## src/rtl/caliptra_prim_cnt_pkg.sv

```systemverilog
// Shared types and helpers for the hardened counter. The counter command is
// decoded once and the same decoded value steers both redundant copies.
package caliptra_prim_cnt_pkg;

   // Decoded per-cycle command, listed in priority order after CntHold.
   typedef enum logic [2:0] {
      CntHold = 3'd0,
      CntClr  = 3'd1,
      CntSet  = 3'd2,
      CntIncr = 3'd3,
      CntDecr = 3'd4
   } cnt_cmd_e;

   // clr beats set, and set beats counting. When incr and decr are both high
   // they cancel, so the counter holds.
   function automatic cnt_cmd_e decode_cmd(input logic clr,
                                           input logic set,
                                           input logic incr,
                                           input logic decr);
      cnt_cmd_e cmd;
      cmd = CntHold;
      if (clr) begin
         cmd = CntClr;
      end else if (set) begin
         cmd = CntSet;
      end else if (incr && !decr) begin
         cmd = CntIncr;
      end else if (decr && !incr) begin
         cmd = CntDecr;
      end
      return cmd;
   endfunction

endpackage

```

## src/rtl/caliptra_prim_hardened_cnt_nxt.sv

```systemverilog
// Next-state logic for one copy of the hardened counter. The up copy tracks
// the count itself. The down copy tracks MaxVal minus the count, so each
// command moves it in the opposite direction. Only this copy's own register
// feeds the computation.
module caliptra_prim_hardened_cnt_nxt
   import caliptra_prim_cnt_pkg::*;
#(
   parameter int unsigned      Width    = 8,
   parameter bit               Up       = 1'b1,
   parameter logic [Width-1:0] ClrValue = '0
) (
   input  cnt_cmd_e         cmd_i,
   input  logic [Width-1:0] q_i,
   input  logic [Width-1:0] set_cnt_i,
   input  logic [Width-1:0] step_i,
   output logic [Width-1:0] d_o
);

   localparam logic [Width-1:0] MaxVal = {Width{1'b1}};

   // Add with one extra bit of headroom. A carry clamps the result to MaxVal.
   function automatic logic [Width-1:0] sat_add(input logic [Width-1:0] a,
                                                input logic [Width-1:0] b);
      logic [Width:0] sum;
      sum = {1'b0, a} + {1'b0, b};
      return sum[Width] ? MaxVal : sum[Width-1:0];
   endfunction

   // Subtract with one extra bit. A borrow clamps the result to zero.
   function automatic logic [Width-1:0] sat_sub(input logic [Width-1:0] a,
                                                input logic [Width-1:0] b);
      logic [Width:0] diff;
      diff = {1'b0, a} - {1'b0, b};
      return diff[Width] ? '0 : diff[Width-1:0];
   endfunction

   // Select this copy's next value from the decoded command.
   always_comb begin
      d_o = q_i;
      case (cmd_i)
         CntClr:  d_o = ClrValue;
         CntSet:  d_o = Up ? set_cnt_i : (MaxVal - set_cnt_i);
         CntIncr: d_o = Up ? sat_add(q_i, step_i) : sat_sub(q_i, step_i);
         CntDecr: d_o = Up ? sat_sub(q_i, step_i) : sat_add(q_i, step_i);
         default: d_o = q_i;
      endcase
   end

endmodule

```

## src/rtl/caliptra_prim_sec_anchor_flop.sv

```systemverilog
// Storage flop for security-relevant state. It is a separate module so that
// synthesis keeps each instance distinct and does not merge the redundant
// copies.
module caliptra_prim_sec_anchor_flop #(
   parameter int unsigned           Width      = 1,
   parameter logic [Width-1:0]      ResetValue = '0
) (
   input  logic             clk_i,
   input  logic             rst_ni,
   input  logic [Width-1:0] d_i,
   output logic [Width-1:0] q_o
);

   // Plain register with asynchronous active-low reset.
   always_ff @(posedge clk_i or negedge rst_ni) begin
      if (!rst_ni) begin
         q_o <= ResetValue;
      end else begin
         q_o <= d_i;
      end
   end

endmodule

```

## src/rtl/caliptra_prim_hardened_cnt.sv

```systemverilog
// Fault-hardened saturating counter. It keeps an up-count copy and a
// complementary down-count copy in separate anchor flops. Whenever the two
// copies do not sum to MaxVal, a glitch or fault has hit one of them, and the
// counter raises err_o. The counter keeps running after an error, and the
// consumer decides how to escalate.
module caliptra_prim_hardened_cnt
   import caliptra_prim_cnt_pkg::*;
#(
   parameter int unsigned Width            = 8,
   parameter int unsigned ResetValue       = 0,
   parameter bit          EnableAlertLatch = 1'b1
) (
   input  logic             clk_i,
   input  logic             rst_ni,
   input  logic             clr_i,
   input  logic             set_i,
   input  logic [Width-1:0] set_cnt_i,
   input  logic             incr_en_i,
   input  logic             decr_en_i,
   input  logic [Width-1:0] step_i,
   output logic [Width-1:0] cnt_o,
   output logic [Width-1:0] cnt_after_commit_o,
   output logic             err_o
);

   localparam logic [Width-1:0] MaxVal    = {Width{1'b1}};
   localparam logic [Width:0]   MaxValExt = {1'b0, MaxVal};
   localparam logic [Width-1:0] UpRstVal  = Width'(ResetValue);
   localparam logic [Width-1:0] DnRstVal  = MaxVal - UpRstVal;

   // Parameter sanity checks at elaboration time.
   if (Width < 2) begin : gen_width_chk
      $error("caliptra_prim_hardened_cnt: Width must be at least 2");
   end
   if (64'(ResetValue) > ((64'd1 << Width) - 64'd1)) begin : gen_rst_val_chk
      $error("caliptra_prim_hardened_cnt: ResetValue exceeds MaxVal");
   end

   cnt_cmd_e         cmd;
   logic [Width-1:0] up_q, up_d;
   logic [Width-1:0] dn_q, dn_d;
   logic [Width:0]   pair_sum;
   logic             mismatch;
   logic             err_q, err_d;

   assign cmd = decode_cmd(clr_i, set_i, incr_en_i, decr_en_i);

   // The two copies use independent next-state instances. Neither copy is
   // derived from the other.
   caliptra_prim_hardened_cnt_nxt #(
      .Width    (Width),
      .Up       (1'b1),
      .ClrValue (UpRstVal)
   ) u_up_nxt (
      .cmd_i     (cmd),
      .q_i       (up_q),
      .set_cnt_i (set_cnt_i),
      .step_i    (step_i),
      .d_o       (up_d)
   );

   caliptra_prim_hardened_cnt_nxt #(
      .Width    (Width),
      .Up       (1'b0),
      .ClrValue (DnRstVal)
   ) u_dn_nxt (
      .cmd_i     (cmd),
      .q_i       (dn_q),
      .set_cnt_i (set_cnt_i),
      .step_i    (step_i),
      .d_o       (dn_d)
   );

   caliptra_prim_sec_anchor_flop #(
      .Width      (Width),
      .ResetValue (UpRstVal)
   ) u_up_flop (
      .clk_i  (clk_i),
      .rst_ni (rst_ni),
      .d_i    (up_d),
      .q_o    (up_q)
   );

   caliptra_prim_sec_anchor_flop #(
      .Width      (Width),
      .ResetValue (DnRstVal)
   ) u_dn_flop (
      .clk_i  (clk_i),
      .rst_ni (rst_ni),
      .d_i    (dn_d),
      .q_o    (dn_q)
   );

   // The copies must always sum to MaxVal. The sum carries an extra bit so
   // that an overflowing pair can never alias to MaxVal.
   assign pair_sum = {1'b0, up_q} + {1'b0, dn_q};
   assign mismatch = (pair_sum != MaxValExt);

   // Once err_q is set it stays set. Only rst_ni clears it; clr and set do not.
   assign err_d = err_q | mismatch;

   caliptra_prim_sec_anchor_flop #(
      .Width      (1),
      .ResetValue (1'b0)
   ) u_err_flop (
      .clk_i  (clk_i),
      .rst_ni (rst_ni),
      .d_i    (err_d),
      .q_o    (err_q)
   );

   assign cnt_o              = up_q;
   assign cnt_after_commit_o = up_d;
   assign err_o              = EnableAlertLatch ? (err_q | mismatch) : mismatch;

   // A consistent state must lead to a consistent next state.
   AssertNextConsistent: assert property (@(posedge clk_i) disable iff (!rst_ni)
      !mismatch |-> (({1'b0, up_d} + {1'b0, dn_d}) == MaxValExt));

   // A clear lands ResetValue on the output one cycle later.
   AssertClrLoads: assert property (@(posedge clk_i) disable iff (!rst_ni)
      clr_i |=> (cnt_o == UpRstVal));

   // A set without clear lands set_cnt_i on the output one cycle later.
   AssertSetLoads: assert property (@(posedge clk_i) disable iff (!rst_ni)
      (set_i && !clr_i) |=> (cnt_o == $past(set_cnt_i)));

endmodule
```

## config.mk

```make
export PLATFORM = sky130hd
export DESIGN_NAME = caliptra_prim_hardened_cnt
export DESIGN_NICKNAME = d
export VERILOG_FILES = /design/src/rtl/caliptra_prim_cnt_pkg.sv /design/src/rtl/caliptra_prim_hardened_cnt_nxt.sv /design/src/rtl/caliptra_prim_sec_anchor_flop.sv /design/src/rtl/caliptra_prim_hardened_cnt.sv
export SDC_FILE = /design/constraint.sdc
export NUM_CORES = 1
export LEC_CHECK = 0
export CORE_ASPECT_RATIO = 1.75
export CORE_MARGIN = 4
export CORE_UTILIZATION = 55
export DETAILED_ROUTE_END_ITERATION = 6
export HOLD_SLACK_MARGIN = 0.02
export MAX_ROUTING_LAYER = met4
export PLACE_DENSITY_LB_ADDON = 0.15
export SKIP_LAST_GASP = 1
export SYNTH_ARGS = -nofsm -noshare
export SYNTH_HDL_FRONTEND = slang
export SYNTH_SLANG_ARGS = --single-unit
export TNS_END_PERCENT = 1
```

## constraint.sdc

```tcl
create_clock -name clk_i -period 6.5 [get_ports clk_i]
set_clock_uncertainty 0.05 [all_clocks]
set_input_delay 1.3 -clock clk_i [delete_from_list [all_inputs] [get_ports clk_i]]
set_output_delay 1.3 -clock clk_i [all_outputs]
set_load 0.05 [all_outputs]
```

; ---- After elaboration in Yosys (flattened, before gate mapping)
; Index checks and enable logic that the tools add are counted.
[classes]
n_shift = 0
reduce_logical = 5
n_mul = 0
n_lt_le_gt_ge = 0
eq_ne = 5
bitwise_logic = 1
div = 0
mux = 10
n_addsub = 6
[ops]
columns = op, n
row1 = 8-bit case mux with 4 select lines, 2
row2 = 8-bit 2-to-1 mux, 4
row3 = 8-bit by 8-bit adder with 9-bit output, 3
row4 = 8-bit by 8-bit subtractor with 9-bit output, 2
row5 = 3-bit 2-to-1 mux, 4
row6 = 9-bit by 8-bit != test with 1-bit output (second input constant), 1
row7 = 8-bit subtractor (first input constant), 1
row8 = 3-bit by 2-bit equality test with 1-bit output (second input constant), 2
row9 = 4-bit nonzero test, 1
row10 = 3-bit by 1-bit equality test with 1-bit output (second input constant), 1
row11 = 3-bit equality test (second input constant), 1
row12 = 1-bit logical AND, 2
row13 = 1-bit zero test, 2
row14 = 1-bit bitwise OR, 1
[totals]
romBits = 0
out_inout_bits = 17
ram_bits = 0
n_memories = 0
regBits = 17
inputBits = 22
wordCells = 30
latch_bits = 0

; ---- Logic depth before layout (Yosys ltp)
[depth]
word_depth = 8
mapped_depth = 9
depth_no_buf = 9

; ---- Modules after synthesis
; A second synthesis with hierarchy kept.
[unflattened]
hier_cells = 383
hier_area_um2 = 3067.9
[modules_own_cells]
columns = mod, instances, area_per_inst_um2, cells_each, seq_area_each_um2
row1 = caliptra_prim_hardened_cnt_nxt (u_up_nxt), 1, 1117.3, 158, 0.0
row2 = caliptra_prim_hardened_cnt_nxt (u_dn_nxt), 1, 1114.8, 158, 0.0
row3 = caliptra_prim_hardened_cnt, 1, 400.4, 50, 0.0
row4 = caliptra_prim_sec_anchor_flop (u_dn_flop), 1, 210.2, 8, 210.2
row5 = caliptra_prim_sec_anchor_flop (u_up_flop), 1, 200.2, 8, 200.2
row6 = caliptra_prim_sec_anchor_flop (u_err_flop), 1, 25.0, 1, 25.0

; ---- Worst setup path before layout
; No wires, ideal clock.
[synth_path]
path_type = input port to output port
from = input port step_i[0]
to = output port cnt_after_commit_o[2]
path_buffers = 0
stages = 7
arrival_time_ns = 4.380
path_slack_ns = 0.770
cell_sequence = ha_1 > fa_1 > nor2b_4 > o31a_1 > o31a_1 > o31ai_4 > o311ai_0
[synth_between]
elab_chain_cells = 3
word_cells_on_any_way = 5
cone_classes = 2 x add/sub / 3 x mux
[synth_lines]
columns = element, line
row1 = "start, declared", caliptra_prim_hardened_cnt.sv:20  ; input logic [Width-1:0] step_i,
row2 = 8-bit by 8-bit subtractor with 9-bit output / 8-bit by 8-bit adder with 9-bit output (equally long branches), n/a
row3 = 8-bit 2-to-1 mux (on tied branches), "caliptra_prim_hardened_cnt_nxt.sv:34, caliptra_prim_hardened_cnt_nxt.sv:26"
row4 = 8-bit case mux with 4 select lines *, caliptra_prim_hardened_cnt_nxt.sv:40  ; case (cmd_i)
row5 = "end, declared", caliptra_prim_hardened_cnt.sv:22  ; output logic [Width-1:0] cnt_after_commit_o,
; Mark *: on every way between the ends. The rest lies on a longest branch, timed or not.

; ---- Final worst setup path
; Same ends and word-level chain as after synthesis.

==> run_results.csv <==
group,metric,value,unit
run_status,result_of_the_run,"finished clean",
routing,drt_pre_antenna_iters,4,
sta,relative_slew_margins,0.3999,
critical_path,timing.critical_path.arrival,4.60,ns
routing,remaining_drc_errors,0,
critical_path,crit_type,"input pin to output pin",
cells_and_area,areaGrowthSynthToFinish,16.93,%
clock_tree,cts_hold_buf,0,
global_routing,groute.usage.overall,0.2703,
cells_and_area,antennaDiodeCount,0,
clock_tree,clock-root-buffer,"sky130_fd_sc_hd__clkbuf_8",
logic_synthesis,ys_async_sr_fraction,1.000,
power,switching_share_of_power,0.4512,
power,peakVddDrop,0.1080,mV
routing,vias,2495,
critical_path,setup.worst_path.start_class,"input pin",
power,seq_power_share,0.248,
logic_synthesis,syn-num-nets,386,
placement,dp.cells,398,
floorplan,start_util,0.5688,
power,p_int,0.0003007,W
min_path,hold_class,"flip-flop to flip-flop",
sta,period_share,0.9156,
routing,antenna_violating_nets_post_route,0,
logic_synthesis,synth_largest_area_cell,"sky130_fd_sc_hd__ha_1",
sta,worstMarginPinSlew,0.8973,ns
logic_synthesis,ys_top_cells_by_count,"sky130_fd_sc_hd__ha_1, sky130_fd_sc_hd__a21oi_1, sky130_fd_sc_hd__nor2_1",
placement,portBuffers,38,
global_routing,antenna_found_initial,0,
sta,hold_viol,0,
power,power_frac_comb,0.595,
logic_synthesis,synth.cell_area,0.002654,sq mm
logic_synthesis,syn_area_per_cell,8.372,sq um
critical_path,worstPathMaxFanout,6,
logic_synthesis,cells_after_synthesis,317,
routing,routed_wl,7602,microns
floorplan,chipHeight,99.89,microns
clock_tree,h-tree-depth,1,
critical_path,critical_path.endpoint_type,"output pin",
clock_tree,postCtsResizedCells,0,
sta,finalWorstPathRequiredPeriod,5.952,ns
floorplan,floorplan.rows,33,
placement,dp_hpwl,6313,microns
sta,setup_viol_count_final,0,
power,power_per_cell_area,176.6,mW/mm^2
logic_synthesis,yosysWarnings,0,
clock_tree,numCtsBuffers,3,
power,leakage,1.365,nW
cells_and_area,final-instance-count-excl-fill,402,
clock_tree,cts.sink_count,17,
routing,vias_per_cell,6.206,
clock_tree,clock_latency,0.26,ns
sta,maxClockFrequency,168.0,MHz
floorplan,placeable_core_region,0.004666,sq mm
floorplan,die_area,0.006044,sq mm
sta,rsz0062_at_grt,"false",
floorplan,ioPinCount,39,
global_routing,first_global_vias,2557,
logic_synthesis,synth-seq-area-share,0.1641,
run,timing.max_cap.violations,0,
cells_and_area,final_net_count,420,
logic_synthesis,yosys_most_used_dff,"sky130_fd_sc_hd__dfrtp_1",
clock_tree,clock_path_buffers,2,
power,clock_power_share,0.157,
logic_synthesis,synth.ff_latch_count,17,
global_routing,grt_start_max_net_pins,18,
sta,setup_total_negative_slack,0,ns
global_routing,grt.overflow.total,0,
routing,drt-wirelength-per-cell,18.91,microns
logic_synthesis,leading_cell_type_by_number_of_instances_after_synthesis,"sky130_fd_sc_hd__ha_1",
critical_path,required_time_of_the_worst_setup_path,5.15,ns
power,netSwitchingPower,0.0002473,W
sta,finalMaxSlewViolations,0,
clock_tree,cts_setup_buffers,0,
critical_path,r2r_setup_slack,3.87,ns
logic_synthesis,synthDistinctLibCells,59,
cells_and_area,post_route_cells_drive_above_1_share,0.07429,
placement,gp_congestion,0.9011,
clock_tree,clk_pin_slew_worst_paths,0.08,ns
logic_synthesis,edff_count_synth,0,
cells_and_area,fillers,423,
routing,drtIter0Drc,157,
clock_tree,cts_tree,"built",
logic_synthesis,netlist.area_leader.share,0.1980,
global_routing,grt_pass1_wl,12030,microns
logic_synthesis,synth_area_leaders,"sky130_fd_sc_hd__ha_1, sky130_fd_sc_hd__dfrtp_1, sky130_fd_sc_hd__dfstp_2, sky130_fd_sc_hd__a21oi_1, sky130_fd_sc_hd__xnor2_1",
floorplan,fp.dieW,60.51,microns
final timing paths:
path	depth (start not counted)	from	endpoint
hold / removal	1	u_dn_flop.q_o[6]	u_dn_flop.q_o[6]
min in group asynchronous	1	rst_ni	u_up_flop.q_o[6]
max in group asynchronous	1	rst_ni	u_err_flop.q_o
setup reg to reg	9	u_dn_flop.q_o[0]	u_dn_flop.q_o[2]
setup / recovery	9	step_i[0]	cnt_after_commit_o[2]
hold reg to reg	1	u_dn_flop.q_o[6]	u_dn_flop.q_o[6]
critical path, cell delays in order:
cell and delay (ns):
sky130_fd_sc_hd__clkdlybuf4s50_1 0.54, sky130_fd_sc_hd__ha_1 0.28, sky130_fd_sc_hd__fa_1 0.43, sky130_fd_sc_hd__nor2b_4 0.15, sky130_fd_sc_hd__o31a_1 0.17, sky130_fd_sc_hd__o31a_1 0.19, sky130_fd_sc_hd__o31ai_4 0.07, sky130_fd_sc_hd__o311ai_0 0.55
sky130_fd_sc_hd__clkdlybuf4s50_1 0.93
sequential cells by signal (all words and copies together), names as in the netlist:
name / cells
u_err_flop.q_o: 1
u_up_flop.q_o: 8
u_dn_flop.q_o: 8
layout make-up:
cell class / instances / area, sq um / share of cell area
clock buffer: 4 / 45.04 / 0.01452
inverter: 25 / 93.84 / 0.03024
timing repair buffer: 40 / 395.4 / 0.1274
tap: 52 / 65.06 / 0.02097
sequential: 17 / 435.4 / 0.1403
multi-input combinational: 264 / 2068 / 0.6665
power by group through the flow:
stage | Combinational (W) | Clock (W) | Sequential (W)
floorplan | 0.000221 | 0 | 0.000148
global placement | 0.000316 | 0 | 0.000137
detailed placement | 0.000321 | 0 | 0.000138
CTS | 0.000323 | 0.0000884 | 0.000136
global route | 0.000353 | 0.0000914 | 0.000138
finish | 0.000326 | 0.0000858 | 0.000136
cell families after synthesis:
logic type | count (synthesis) | synth area share
adders and majority gates | 47 | 0.2357
buffers and inverters | 36 | 0.05657
xor gates and xnor gates | 22 | 0.07261
DFF | 17 | 0.1641
AOI/OAI and AO/OA | 104 | 0.2862
and+or+nand+nor | 91 | 0.1848
stage by stage:
stage / area (sq um) / setup WS (ns) / power [W] / utilization / hold slack (ns)
6_report: 3103 / 0.5484 / 0.0005480 / 0.6651 / 0.4910
5_1_grt: 3103 / 0.4050 / 0.0005823 / 0.6651 / 0.5061
3_3_place_gp: 3058 / 0.5787 / 0.0004538 / 0.6554 / 0.4758
3_5_place_dp: 3058 / 0.5608 / 0.0004588 / 0.6554 / 0.4815
4_1_cts: 3103 / 0.5319 / 0.0005477 / 0.6651 / 0.4928
2_1_floorplan: 2654 / 0.7696 / 0.0003692 / - / 0.4634
cells in the final DEF (no fill, tap or decap), types with 3 or more instances in the layout:
cell type	count
sky130_fd_sc_hd__a211oi_1	4
sky130_fd_sc_hd__a21o_1	7
sky130_fd_sc_hd__a21oi_1	28
sky130_fd_sc_hd__a22oi_1	5
sky130_fd_sc_hd__and2_1	4
sky130_fd_sc_hd__and3_1	3
sky130_fd_sc_hd__clkbuf_8	3
sky130_fd_sc_hd__clkdlybuf4s50_1	38
sky130_fd_sc_hd__dfrtp_1	9
sky130_fd_sc_hd__dfstp_2	8
sky130_fd_sc_hd__fa_1	5
sky130_fd_sc_hd__ha_1	42
sky130_fd_sc_hd__inv_1	25
sky130_fd_sc_hd__nand2_1	9
sky130_fd_sc_hd__nand2b_1	5
sky130_fd_sc_hd__nand3_1	6
sky130_fd_sc_hd__nor2_1	26
sky130_fd_sc_hd__nor2b_1	9
sky130_fd_sc_hd__nor3_1	9
sky130_fd_sc_hd__o211ai_1	6
sky130_fd_sc_hd__o21a_1	4
sky130_fd_sc_hd__o21ai_0	14
sky130_fd_sc_hd__o21bai_1	5
sky130_fd_sc_hd__o31a_1	3
sky130_fd_sc_hd__o32a_1	7
sky130_fd_sc_hd__or3_1	3
sky130_fd_sc_hd__xnor2_1	12
sky130_fd_sc_hd__xor2_1	10
layer usage:
layer | global-route usage | wire, microns | vias up
li1 | - | - | 1209
met4 | 0.1503 | 425 | 0
met2 | 0.4683 | 4024 | 74
met5 | - | 0 | -
met1 | 0.2920 | 2919 | 1180
met3 | 0.02188 | 233 | 32
(Power assumes the default switching activity.)
